File: src/rtl/serial_add_ctrl_pkg.sv
// Shared definitions for the bit-serial adder/subtractor controller:
// FSM state encodings and the default operand width.
package serial_add_ctrl_pkg;

  localparam int DEFAULT_WIDTH = 8;

  typedef enum logic [1:0] {
    S_IDLE = 2'd0,
    S_RUN  = 2'd1,
    S_DONE = 2'd2
  } state_t;

endpackage

File: src/rtl/fl_add_1b.sv
// One-bit full-adder cell; purely combinational, sequenced over time by
// serial_add_ctrl.
module fl_add_1b (
  input  logic a,
  input  logic b,
  input  logic ci,
  output logic s,
  output logic c
);

  assign s = a ^ b ^ ci;
  assign c = (a & b) | (a & ci) | (b & ci);

endmodule

File: src/rtl/serial_add_ctrl.sv
// Bit-serial adder/subtractor: runs a single fl_add_1b cell over WIDTH cycles,
// LSB first, with a flip-flop carrying the carry between bits.
module serial_add_ctrl
  import serial_add_ctrl_pkg::*;
#(
  parameter int WIDTH = DEFAULT_WIDTH
) (
  input  logic             clk,
  input  logic             rst_n,
  input  logic             start,
  input  logic             sub,
  input  logic             cin,
  input  logic [WIDTH-1:0] a,
  input  logic [WIDTH-1:0] b,
  output logic             busy,
  output logic             done,
  output logic [WIDTH-1:0] sum,
  output logic             cout,
  output logic             ovf
);

  localparam int CNT_W = (WIDTH > 1) ? $clog2(WIDTH) : 1;
  localparam logic [CNT_W-1:0] LAST_BIT = CNT_W'(WIDTH - 1);

  state_t state;
  state_t state_next;

  logic             load;
  logic             step;
  logic             last;
  logic [WIDTH-1:0] a_sr;
  logic [WIDTH-1:0] b_sr;
  logic             carry;
  logic             msb_carry;
  logic [CNT_W-1:0] cnt;
  logic             bit_s;
  logic             bit_c;

  fl_add_1b u_cell (
    .a  (a_sr[0]),
    .b  (b_sr[0]),
    .ci (carry),
    .s  (bit_s),
    .c  (bit_c)
  );

  assign last = (cnt == LAST_BIT);

  always_ff @(posedge clk) begin
    if (!rst_n) begin
      state <= S_IDLE;
    end else begin
      state <= state_next;
    end
  end

  always_comb begin
    state_next = state;
    load       = 1'b0;
    step       = 1'b0;
    case (state)
      S_IDLE: begin
        if (start) begin
          load       = 1'b1;
          state_next = S_RUN;
        end
      end
      S_RUN: begin
        step = 1'b1;
        if (last) begin
          state_next = S_DONE;
        end
      end
      S_DONE: begin
        state_next = S_IDLE;
      end
      default: begin
        state_next = S_IDLE;
      end
    endcase
  end

  // Subtraction is A + ~B + ~borrow, so the inversion happens once at load.
  always_ff @(posedge clk) begin
    if (!rst_n) begin
      a_sr      <= '0;
      b_sr      <= '0;
      carry     <= 1'b0;
      cnt       <= '0;
      sum       <= '0;
      cout      <= 1'b0;
      msb_carry <= 1'b0;
    end else if (load) begin
      a_sr  <= a;
      b_sr  <= sub ? ~b : b;
      carry <= sub ? ~cin : cin;
      cnt   <= '0;
    end else if (step) begin
      a_sr  <= a_sr >> 1;
      b_sr  <= b_sr >> 1;
      sum   <= {bit_s, sum[WIDTH-1:1]};
      carry <= bit_c;
      cnt   <= cnt + CNT_W'(1);
      if (last) begin
        msb_carry <= carry;
        cout      <= bit_c;
      end
    end
  end

  assign busy = (state == S_RUN);
  assign done = (state == S_DONE);
  assign ovf  = msb_carry ^ cout;

endmodule

File: config.mk
export PLATFORM = sky130hd
export DESIGN_NAME = serial_add_ctrl
export DESIGN_NICKNAME = d
export VERILOG_FILES = /design/src/rtl/serial_add_ctrl_pkg.sv /design/src/rtl/fl_add_1b.sv /design/src/rtl/serial_add_ctrl.sv
export SDC_FILE = /design/constraint.sdc
export NUM_CORES = 1
export LEC_CHECK = 0
export ABC_AREA = 1
export BUFFER_PORTS_ARGS = -buffer_cell sky130_fd_sc_hd__buf_2
export CAP_MARGIN = 5
export CORE_MARGIN = 3
export CORE_UTILIZATION = 50
export DETAILED_ROUTE_END_ITERATION = 6
export PLACE_DENSITY = 0.77
export SETUP_SLACK_MARGIN = 0.05
export SYNTH_ARGS = -nofsm -noshare
export SYNTH_HDL_FRONTEND = slang
export SYNTH_SLANG_ARGS = --single-unit
export TNS_END_PERCENT = 100
File: constraint.sdc
create_clock -name clk -period 3.5 [get_ports clk]
set_input_delay 0.525 -clock clk [delete_from_list [all_inputs] [get_ports clk]]
set_output_delay 0.525 -clock clk [all_outputs]
set_load 0.02 [all_outputs]
==> out/results.md <==
| Item | This run |
|---|---|
| Run status | completed |
| Source-to-sink clock delay at the later pin of the worst-skew pair | 0.33 ns |
| Overall track demand over capacity in global routing | 0.169 |
| Met3 usage | 0.0432 |
| Clock tree from TritonCTS | yes |
| Mapped Cells | 233 |
| Reg clk slew, reported paths | 0.10 ns |
| Reported max-cap violation count | 0 |
| FF+latch count, synth | 32 |
| Placed inst area | 1740 um2 |
| Critical Path Source Type | flip-flop |
| Via count normalized by instance count | 4.82 |
| Kind of critical path | flip-flop to primary output |
| Post-layout total power | 0.000817 W |
| Number of port buffers | 32 |
| DRC violation count after routing | 0 |
| Proportion of layout cells with a drive suffix above 1 | 0.178 |
| Mapped Nets | 257 |
| Floorplan Core Area | 2900 um2 |
| DRC violation total after the first TritonRoute iteration | 46 |
| Number of antenna violations at the first check in global routing | 0 |
| CTS hold repair buffers | 0 |
| Root Buffer | sky130_fd_sc_hd__clkbuf_4 |
| Final global-route overflow total | 0 |
| Most frequent standard cell in the layout excluding fill and tap cells | sky130_fd_sc_hd__nand2_1 |
| Count of nets left with antenna violations after detail routing | 0 |
| Synthesized area divided by synthesized cell count | 6.84 um2 |
| Commonest non-fill, non-tap cells in the layout | 91 x sky130_fd_sc_hd__nand2_1, 32 x sky130_fd_sc_hd__dfxtp_1, 32 x sky130_fd_sc_hd__buf_2 |
| Number of warnings issued by yosys | 0 |
| Detailed Place HPWL | 2.15 mm |
| Total clock sinks | 32 |
| Via count | 1474 |
| Clock Skew | 0.00652 ns |
| Total wire length after detailed routing | 3.07 mm |
| Max Root-Sink Buffers | 2 |
| Detailed-route wire length per cell | 10.0 um |
| Met2 track demand over resource in global routing | 0.281 |
| Worst Tran Pin Value | 0.547 ns |
| Max FO, Critical Path | 17 |
| Final worst path period need | 1.83 ns |
| Required arrival time at the worst endpoint | 2.97 ns |
| Crit path DAT | 1.30 ns |
| Tightest Hold Check Type | primary input to flip-flop |
| Pin count of the biggest net entering global routing | 20 |
| Count of antenna diodes in the layout | 0 |
| Clock buffer count from CTS | 5 |
| Router iterations before antenna repair | 4 |
| Met1 usage in global routing | 0.215 |
| Fill count | 294 |
| First-pass GRT wire length | 5.54 mm |
| Gp weighted congestion | 0.714 |
| Power density relative to cell area | 449 nW/um2 |
| Max Slew Vio Count | 0 |
| Post-layout utilization of the core | 0.627 |
| Sequential share of the synthesized area | 0.402 |
| Final design area excluding fillers | 1820 um2 |
| Post-synth design cell area | 1590 um2 |
| H-tree depth | 2 |
| Row cnt | 19 |
| Final TNS setup | 0 ns |
| Post-route fraction of the period consumed by the critical path | 0.522 |
| Area growth from synthesis to final layout | 14.1% |
| Worst relative slew slack | 0.633 |
| Area enclosed by the die boundary | 3900 um2 |
| Critical Path End Type | primary output |
| Width of the chip | 62.4 um |
| Hold WS | 0.442 ns |
| Post-cts repair resize count | 0 |
| Post-CTS setup-driven buffer insertion count | 0 |
| Number of setup violations in the final report | 0 |
| Chip Height | 62.4 um |
| Count of cell types in the netlist | 21 |
| Total number of nets in the final design | 287 |
| Initial core utilization | 0.549 |
| Max Clk Rate | 547 MHz |
| Via count of the first global-routing pass | 1299 |
| Most Used Layer, Global Route | met2 |
| Number of top-level pins | 33 |
| Setup repair after global routing missed its margin | no |
| Leakage dissipation | 0.915 nW |
| Peak supply drop | 284 uV |
| Final hold violation count | 0 |
flip-flops by register name (all words and copies together), names as in the netlist:
| signal | flops |
|---|---|
| state | 2 |
| carry | 1 |
| sum | 8 |
| b_sr | 8 |
| cnt | 3 |
| msb_carry | 1 |
| a_sr | 8 |
| cout | 1 |
per-stage QoR:
step | std cells | worst slack, ns
6_report | 306 | 1.67
5_1_grt | 306 | 1.59
4_1_cts | 306 | 1.67
2_1_floorplan | 233 | 1.99
3_5_place_dp | 298 | 1.87
3_3_place_gp | 298 | 1.88
cell families after synthesis:
| family | synth area share |
|---|---|
| AOI/OAI and AO/OA | 0.101 |
| adders and majority gates | 0.0283 |
| DFF | 0.402 |
| xor gates and xnor gates | 0.0165 |
| and+or+nand+nor | 0.367 |
| buffers and inverters | 0.0848 |
worst max-delay path, cell delays in order (launching register included):
cell                      delay, ns
sky130_fd_sc_hd__dfxtp_1       0.47
sky130_fd_sc_hd__inv_2         0.20
sky130_fd_sc_hd__nor2_1        0.13
sky130_fd_sc_hd__buf_2         0.17
cells in the mapped netlist:
| master | count | area, um2 |
|---|---|---|
| sky130_fd_sc_hd__ha_1 | 2 | 25.0 |
| sky130_fd_sc_hd__nand3b_1 | 6 | 45.0 |
| sky130_fd_sc_hd__o21ai_4 | 1 | 16.3 |
| sky130_fd_sc_hd__buf_6 | 3 | 33.8 |
| sky130_fd_sc_hd__nand2_4 | 1 | 11.3 |
| sky130_fd_sc_hd__nor2_1 | 22 | 82.6 |
| sky130_fd_sc_hd__nor2_4 | 1 | 11.3 |
| sky130_fd_sc_hd__nor2_2 | 2 | 12.5 |
| sky130_fd_sc_hd__o21ai_0 | 9 | 45.0 |
| sky130_fd_sc_hd__fa_1 | 1 | 20.0 |
| sky130_fd_sc_hd__inv_1 | 13 | 48.8 |
| sky130_fd_sc_hd__buf_2 | 3 | 15.0 |
| sky130_fd_sc_hd__dfxtp_1 | 32 | 641 |
| sky130_fd_sc_hd__nand3_1 | 16 | 80.1 |
| sky130_fd_sc_hd__buf_4 | 3 | 22.5 |
| sky130_fd_sc_hd__clkbuf_1 | 2 | 7.51 |
| sky130_fd_sc_hd__a21oi_1 | 20 | 100 |
| sky130_fd_sc_hd__xor2_1 | 3 | 26.3 |
| sky130_fd_sc_hd__nand2_1 | 91 | 342 |
| sky130_fd_sc_hd__clkinv_1 | 1 | 3.75 |
| sky130_fd_sc_hd__inv_2 | 1 | 3.75 |
per-layer routing:
metal / vias up / wire [um]
met5: - / 0
met4: 0 / 43
met3: 7 / 133
met2: 25 / 1450
met1: 650 / 1450
li1: 792 / -
worst paths after layout:
check | start | endpoint | slack (ns) | depth (start not counted)
worst max-delay path | state[1]$_SDFFE_PN0P_ | done | 1.67 | 3
worst min-delay path | a[7] | a_sr[7]$_SDFFE_PN0P_ | 0.44 | 3
worst max register to register | state[1]$_SDFFE_PN0P_ | cout$_SDFFE_PN0P_ | 1.97 | 7
worst min register to register | b_sr[6]$_SDFFE_PN0P_ | b_sr[6]$_SDFFE_PN0P_ | 0.47 | 2
layout make-up:
cell class | instances | area, um2 | share of cell area
clock buffers | 6 | 41.3 | 0.0227
clock inverters | 2 | 35.0 | 0.0193
inverters | 15 | 56.3 | 0.0310
multi-input cells | 175 | 817 | 0.449
flip-flops and latches | 32 | 641 | 0.352
well taps | 42 | 52.6 | 0.0289
repair buffers | 34 | 175 | 0.0964
where the power goes:
group          internal (W)  total (W)  switching [W]
clock network      0.000150   0.000275       0.000125
logic             0.0000511   0.000137      0.0000860
registers          0.000390   0.000405      0.0000146
total              0.000591   0.000817       0.000226
Note: power is estimated with default switching activity, not from simulation.
